[src/rtl/serial_addsub.sv]
// ---------------------------------------------------------------------------
// serial_addsub
//   Multi-cycle adder/subtractor. Operands are accepted on a valid/ready
//   handshake, then added CHUNK bits per clock with the carry rippled through
//   a register between chunks. Once the last chunk is done, the result and
//   its flags are presented on a second valid/ready handshake.
//
//   Subtraction is done as a + ~b + ~cin. The inversion happens when the
//   operands are captured, so the datapath only ever adds.
//
// Parameters
//   WIDTH      operand/result width in bits (>= 1)
//   CHUNK      bits processed per clock; must divide WIDTH
//
// Ports
//   clk        rising-edge clock
//   rst        asynchronous, active-high reset
//   in_valid   operands a, b, cin and sub are valid
//   in_ready   block can take operands (IDLE only, low while rst is high)
//   a, b       operands (unsigned or two's complement)
//   cin        carry-in for add, borrow-in for subtract
//   sub        0: a + b + cin, 1: a - b - cin
//   out_valid  result outputs are valid
//   out_ready  sink accepts the result
//   sum        result modulo 2^WIDTH
//   cout       carry out of the MSB (subtract: 1 means no borrow)
//   overflow   signed two's-complement overflow
//   zero       sum == 0
// ---------------------------------------------------------------------------
module serial_addsub #(
   parameter int WIDTH = 8,
   parameter int CHUNK = 1
) (
   input  logic             clk,
   input  logic             rst,
   input  logic             in_valid,
   output logic             in_ready,
   input  logic [WIDTH-1:0] a,
   input  logic [WIDTH-1:0] b,
   input  logic             cin,
   input  logic             sub,
   output logic             out_valid,
   input  logic             out_ready,
   output logic [WIDTH-1:0] sum,
   output logic             cout,
   output logic             overflow,
   output logic             zero
);

   localparam int NCHUNK = WIDTH / CHUNK;
   localparam int CW     = (NCHUNK > 1) ? $clog2(NCHUNK) : 1;

   // Stop elaboration on a parameter set that cannot be split into chunks.
   generate
      if (WIDTH < 1 || CHUNK < 1 || (WIDTH % CHUNK) != 0) begin : g_bad_params
         $error("serial_addsub: WIDTH must be a positive multiple of CHUNK");
      end
   endgenerate

   typedef enum logic [1:0] {
      IDLE = 2'd0,
      RUN  = 2'd1,
      DONE = 2'd2
   } state_t;

   state_t           state_q,     state_d;
   logic [WIDTH-1:0] a_q,         a_d;
   logic [WIDTH-1:0] b_q,         b_d;
   logic             carry_q,     carry_d;
   logic [CW-1:0]    cnt_q,       cnt_d;
   logic [WIDTH-1:0] sum_q,       sum_d;
   logic             cout_q,      cout_d;
   logic             overflow_q,  overflow_d;
   logic             zero_q,      zero_d;
   logic             out_valid_q, out_valid_d;

   logic [CHUNK-1:0] a_chunk;
   logic [CHUNK-1:0] b_chunk;
   logic [CHUNK:0]   chunk_res;
   logic             last_chunk;

   // Operands are taken only in IDLE. The term on rst keeps the source from
   // seeing a handshake while the block is being held in reset.
   assign in_ready  = (state_q == IDLE) && !rst;
   assign out_valid = out_valid_q;
   assign sum       = sum_q;
   assign cout      = cout_q;
   assign overflow  = overflow_q;
   assign zero      = zero_q;

   // Pick the operand chunk that the counter points at. The loop index is a
   // constant, so every part-select is static and becomes a plain mux.
   always_comb begin
      a_chunk = '0;
      b_chunk = '0;
      for (int i = 0; i < NCHUNK; i++) begin
         if (cnt_q == CW'(i)) begin
            a_chunk = a_q[i*CHUNK +: CHUNK];
            b_chunk = b_q[i*CHUNK +: CHUNK];
         end
      end
      chunk_res  = {1'b0, a_chunk} + {1'b0, b_chunk} + {{CHUNK{1'b0}}, carry_q};
      last_chunk = (cnt_q == CW'(NCHUNK - 1));
   end

   // Next-state logic for the FSM and datapath. In RUN, only the chunk under
   // the counter is written into sum, and the other bits keep their value.
   // The flags are formed on the last chunk, using the sum value that is
   // about to be registered.
   always_comb begin
      state_d     = state_q;
      a_d         = a_q;
      b_d         = b_q;
      carry_d     = carry_q;
      cnt_d       = cnt_q;
      sum_d       = sum_q;
      cout_d      = cout_q;
      overflow_d  = overflow_q;
      zero_d      = zero_q;
      out_valid_d = out_valid_q;

      case (state_q)
         IDLE: begin
            if (in_valid && in_ready) begin
               a_d     = a;
               b_d     = b ^ {WIDTH{sub}};
               carry_d = cin ^ sub;
               cnt_d   = '0;
               state_d = RUN;
            end
         end

         RUN: begin
            for (int i = 0; i < NCHUNK; i++) begin
               if (cnt_q == CW'(i)) begin
                  sum_d[i*CHUNK +: CHUNK] = chunk_res[CHUNK-1:0];
               end
            end
            carry_d = chunk_res[CHUNK];
            if (last_chunk) begin
               cnt_d       = '0;
               cout_d      = chunk_res[CHUNK];
               overflow_d  = (a_q[WIDTH-1] == b_q[WIDTH-1]) &&
                             (sum_d[WIDTH-1] != a_q[WIDTH-1]);
               zero_d      = (sum_d == '0);
               out_valid_d = 1'b1;
               state_d     = DONE;
            end else begin
               cnt_d = cnt_q + 1'b1;
            end
         end

         DONE: begin
            if (out_ready) begin
               out_valid_d = 1'b0;
               state_d     = IDLE;
            end
         end

         default: begin
            out_valid_d = 1'b0;
            state_d     = IDLE;
         end
      endcase
   end

   // All state registers are in one block. Reset drops any operation in
   // flight and clears the result, so a partial sum is never visible.
   always_ff @(posedge clk or posedge rst) begin
      if (rst) begin
         state_q     <= IDLE;
         a_q         <= '0;
         b_q         <= '0;
         carry_q     <= 1'b0;
         cnt_q       <= '0;
         sum_q       <= '0;
         cout_q      <= 1'b0;
         overflow_q  <= 1'b0;
         zero_q      <= 1'b0;
         out_valid_q <= 1'b0;
      end else begin
         state_q     <= state_d;
         a_q         <= a_d;
         b_q         <= b_d;
         carry_q     <= carry_d;
         cnt_q       <= cnt_d;
         sum_q       <= sum_d;
         cout_q      <= cout_d;
         overflow_q  <= overflow_d;
         zero_q      <= zero_d;
         out_valid_q <= out_valid_d;
      end
   end

endmodule

[config.mk]
export PLATFORM = sky130hd
export DESIGN_NAME = serial_addsub
export DESIGN_NICKNAME = d
export VERILOG_FILES = /design/src/rtl/serial_addsub.sv
export SDC_FILE = /design/constraint.sdc
export NUM_CORES = 1
export LEC_CHECK = 0
export BUFFER_PORTS_ARGS = -buffer_cell sky130_fd_sc_hd__buf_2
export CAP_MARGIN = 20
export CORE_MARGIN = 2
export CORE_UTILIZATION = 55
export CTS_CLUSTER_DIAMETER = 100
export DETAILED_ROUTE_END_ITERATION = 10
export HOLD_SLACK_MARGIN = 0.05
export PLACE_DENSITY = 0.91
export SLEW_MARGIN = 20
export SYNTH_ARGS = -nofsm -noshare
export SYNTH_HDL_FRONTEND = slang
export SYNTH_SLANG_ARGS = --single-unit
[constraint.sdc]
create_clock -name clk -period 6.7 [get_ports clk]
set_input_delay 1.34 -clock clk [delete_from_list [all_inputs] [get_ports clk]]
set_output_delay 1.34 -clock clk [all_outputs]
set_load 0.05 [all_outputs]
==> impl_metrics.env <==
export IMPL_drive_gt1_share_pct=25.5
export IMPL_synthFlopType="dfrtp_1"
export IMPL_clock_sinks=34
export IMPL_rows=20
export IMPL_cp_slowest_cell="buf_2"
export IMPL_die_area_mm2=0.00381
export IMPL_cts_tree="done"
export IMPL_relSlewSlack_pct=63.1
export IMPL_cts_setup_buffers=0
export IMPL_timing_rr_end="zero$_DFFE_PP0P_"
export IMPL_cp_start_kind="primary input"
export IMPL_slew_viol_final=0
export IMPL_initial_core_util_pct=59.1
export IMPL_fin_cells=279
export IMPL_critPathTopFamily="buffers and inverters"
export IMPL_grt_use_total_pct=22.0
export IMPL_r2r_slack_ns=3.55
export IMPL_routed_wl_um=3520
export IMPL_grt_pass1_wl_um=6070
export IMPL_dieWidth_um=61.7
export IMPL_fmax_ghz=0.303
export IMPL_synth_xor_area_share_pct=4.30
export IMPL_io_buffer_count=34
export IMPL_cp_num_buf_inv=2
export IMPL_grt_pass1_vias=1461
export IMPL_synth_compound_area_share_pct=13.6
export IMPL_crit_top_cell="buf_2"
export IMPL_tns_ns=0
export IMPL_numCtsBuffers=5
export IMPL_worstMarginPinSlew_ns=0.553
export IMPL_synth_area_mm2=0.00183
export IMPL_timing_final_crit_share_pct=49.2
export IMPL_drtPass1Iterations=4
export IMPL_critPathCaptureType="output port"
export IMPL_clkLatencyLatePin_ns=0.34
export IMPL_dpl_hpwl_um=2450
export IMPL_use_met1_pct=26.0
export IMPL_crit_type="in -> out"
export IMPL_hold_buffers=0
export IMPL_initialDrtViolationCount=87
export IMPL_path_cells="buf_2 -> nor3_1 -> buf_2"
export IMPL_synthMuxAreaShare_pct=5.53
export IMPL_drv_cap=0
export IMPL_dp_cells=271
export IMPL_wire_per_inst_um=12.6
export IMPL_path_depth=3
export IMPL_clockBufferDepth=2
export IMPL_vias_per_cell=5.33
export IMPL_drcViolationCount=0
export IMPL_place_ws_ns=3.41
export IMPL_synth_simple_area_share_pct=19.9
export IMPL_synth_cell_types=30
export IMPL_place_gp_congestion=0.853
export IMPL_htreeDepth=2
export IMPL_skew_ns=0.00609
export IMPL_grt_use_met2_pct=37.0
export IMPL_n_antenna_cell=0
export IMPL_status="completed"
export IMPL_synth_adder_area_share_pct=5.19
export IMPL_syn_area_per_cell_um2=9.12
export IMPL_antenna_found_initial=0
export IMPL_cp_max_fo=3
export IMPL_synth_net_count=230
export IMPL_hold_path_class="reg -> reg"
export IMPL_die_y_um=61.7
export IMPL_synth_edff_count=0
export IMPL_fillers=274
export IMPL_reg2regPathDepth=9
export IMPL_grt_max_degree=35
export IMPL_ys_seq_area_share_pct=46.4
export IMPL_critPathLaunch="rst"
export IMPL_hold_viol=0
export IMPL_ys_warn_count=0
export IMPL_vias=1488
export IMPL_async_reset_ff_share_pct=100
export IMPL_p_leak_nw=0.990
export IMPL_timing_final_crit_period_ns=3.30
export IMPL_area_delta_synth_final_pct=13.2
export IMPL_clk_pin_slew_worst_paths_ns=0.10
export IMPL_core_mm2=0.00310
export IMPL_worstPathRequired_ns=5.36
export IMPL_synth_cells=201
export IMPL_ys_ff_latch=34
export IMPL_hold_slack_ns=0.485
export IMPL_synth_top_family_by_area="simple AND/OR/NAND/NOR gates"
export IMPL_crit_end="in_ready"
export IMPL_power_mw=1.12
export IMPL_nets=263
export IMPL_overflow=0
export IMPL_ctsResizeCount=0
export IMPL_power_density_mw_per_mm2=540
export IMPL_critPathArrivalTime_ns=1.96
export IMPL_ir_drop_v=0.000228
export IMPL_r2r_start="cnt_q[1]$_DFFE_PP0P_"
export IMPL_cp_slowest_stage_delay_ns=0.31
export IMPL_final_setup_worst_slack_ns=3.40
export IMPL_rsz0062_at_grt="false"
export IMPL_ios=35
export IMPL_ant_nets=0
export IMPL_whs_path_depth=2
export IMPL_grt_use_met3_pct=7.04
export IMPL_final_setup_viol_count=0
export IMPL_clock_root_buffer="clkbuf_4"
export IMPL_grt_busiest_layer="met2"
-- power by group --
part | internal [mW] | total, mW | switching (mW)
clock | 0.0508 | 0.117 | 0.0657
sequential | 0.303 | 0.384 | 0.0807
combinational | 0.214 | 0.620 | 0.405
-- cell families after synthesis --
| family | Yosys count |
|---|---|
| XOR/XNOR | 9 |
| flip-flops | 34 |
| adder cells (fa/ha/maj) | 7 |
| multiplexers | 9 |
| AO/OA/AOI/OAI | 42 |
| AND/OR/NAND/NOR | 81 |
| buffers and inverters | 19 |
-- cells in the final DEF, fill, tap and decap left out, types with 6 or more instances in the layout --
cell,count
xnor2_1,8
mux2_2,9
a21oi_1,17
o21ai_0,14
inv_1,8
ha_1,6
buf_2,34
nor2_1,20
nand2_1,43
dfrtp_1,34
nand3_1,6
-- how the worst min path moves through the flow --
| stage | from | end | slack, ns |
|---|---|---|---|
| floorplan | a_q[2]$_DFFE_PP0P_ | a_q[2]$_DFFE_PP0P_ | 0.44 |
| global placement | a_q[2]$_DFFE_PP0P_ | a_q[2]$_DFFE_PP0P_ | 0.46 |
| detailed placement | a_q[2]$_DFFE_PP0P_ | a_q[2]$_DFFE_PP0P_ | 0.45 |
| CTS | out_valid$_DFFE_PP0P_ | out_valid$_DFFE_PP0P_ | 0.49 |
| global route | sum[7]$_DFFE_PP0P_ | sum[7]$_DFFE_PP0P_ | 0.53 |
| finish | out_valid$_DFFE_PP0P_ | out_valid$_DFFE_PP0P_ | 0.48 |
-- tightest hold or removal path, cell delays in order, from the launching register on --
cell,delay [ns]
dfrtp_1,0.36
nand2_1,0.05
nand2_1,0.05
-- layout make-up --
type / count / area, um2 / share of cell area [%]
multi-input cells: 148 / 890 / 42.9
flip-flops and latches: 34 / 851 / 41.0
repair buffers: 36 / 185 / 8.93
clock buffers: 7 / 55.1 / 2.65
well taps: 44 / 55.1 / 2.65
inverters: 9 / 33.8 / 1.63
clock inverters: 1 / 5.00 / 0.241
-- stage by stage --
stage | util, % | area [um2]
CTS | 66.9 | 2070
detailed placement | 64.9 | 2010
global placement | 64.9 | 2010
finish | 66.9 | 2070
floorplan | - | 1830
global route | 66.9 | 2070
-- synth_stat cells, types with 2 or more instances --
library cell	number	area share, %
buf_6	2	1.2
buf_2	5	1.4
inv_1	8	1.6
nand2b_1	4	1.4
a31oi_1	2	0.68
xnor2_1	8	3.8
nor2_1	20	4.1
clkbuf_1	3	0.61
o21ai_0	14	3.8
dfrtp_1	34	46
a32oi_1	2	0.96
nand3_1	6	1.6
a21oi_1	17	4.6
o31ai_1	4	1.6
nor3_1	2	0.55
nand2_1	43	8.8
ha_1	6	4.1
mux2_2	9	5.5
-- sequential cells by signal (all words and copies together) (netlist names) --
| name | flops |
|---|---|
| a_q | 8 |
| b_q | 8 |
| sum | 8 |
| overflow | 1 |
| carry_q | 1 |
| cnt_q | 3 |
| cout | 1 |
| state_q | 2 |
| zero | 1 |
| out_valid | 1 |
-- routing by layer --
layer	up-vias	share of wire, %
met5	-	0
met4	0	1.2
met3	4	5.4
met2	40	49
met1	708	44
li1	736	-
Note: power is estimated with default switching activity, not from simulation.
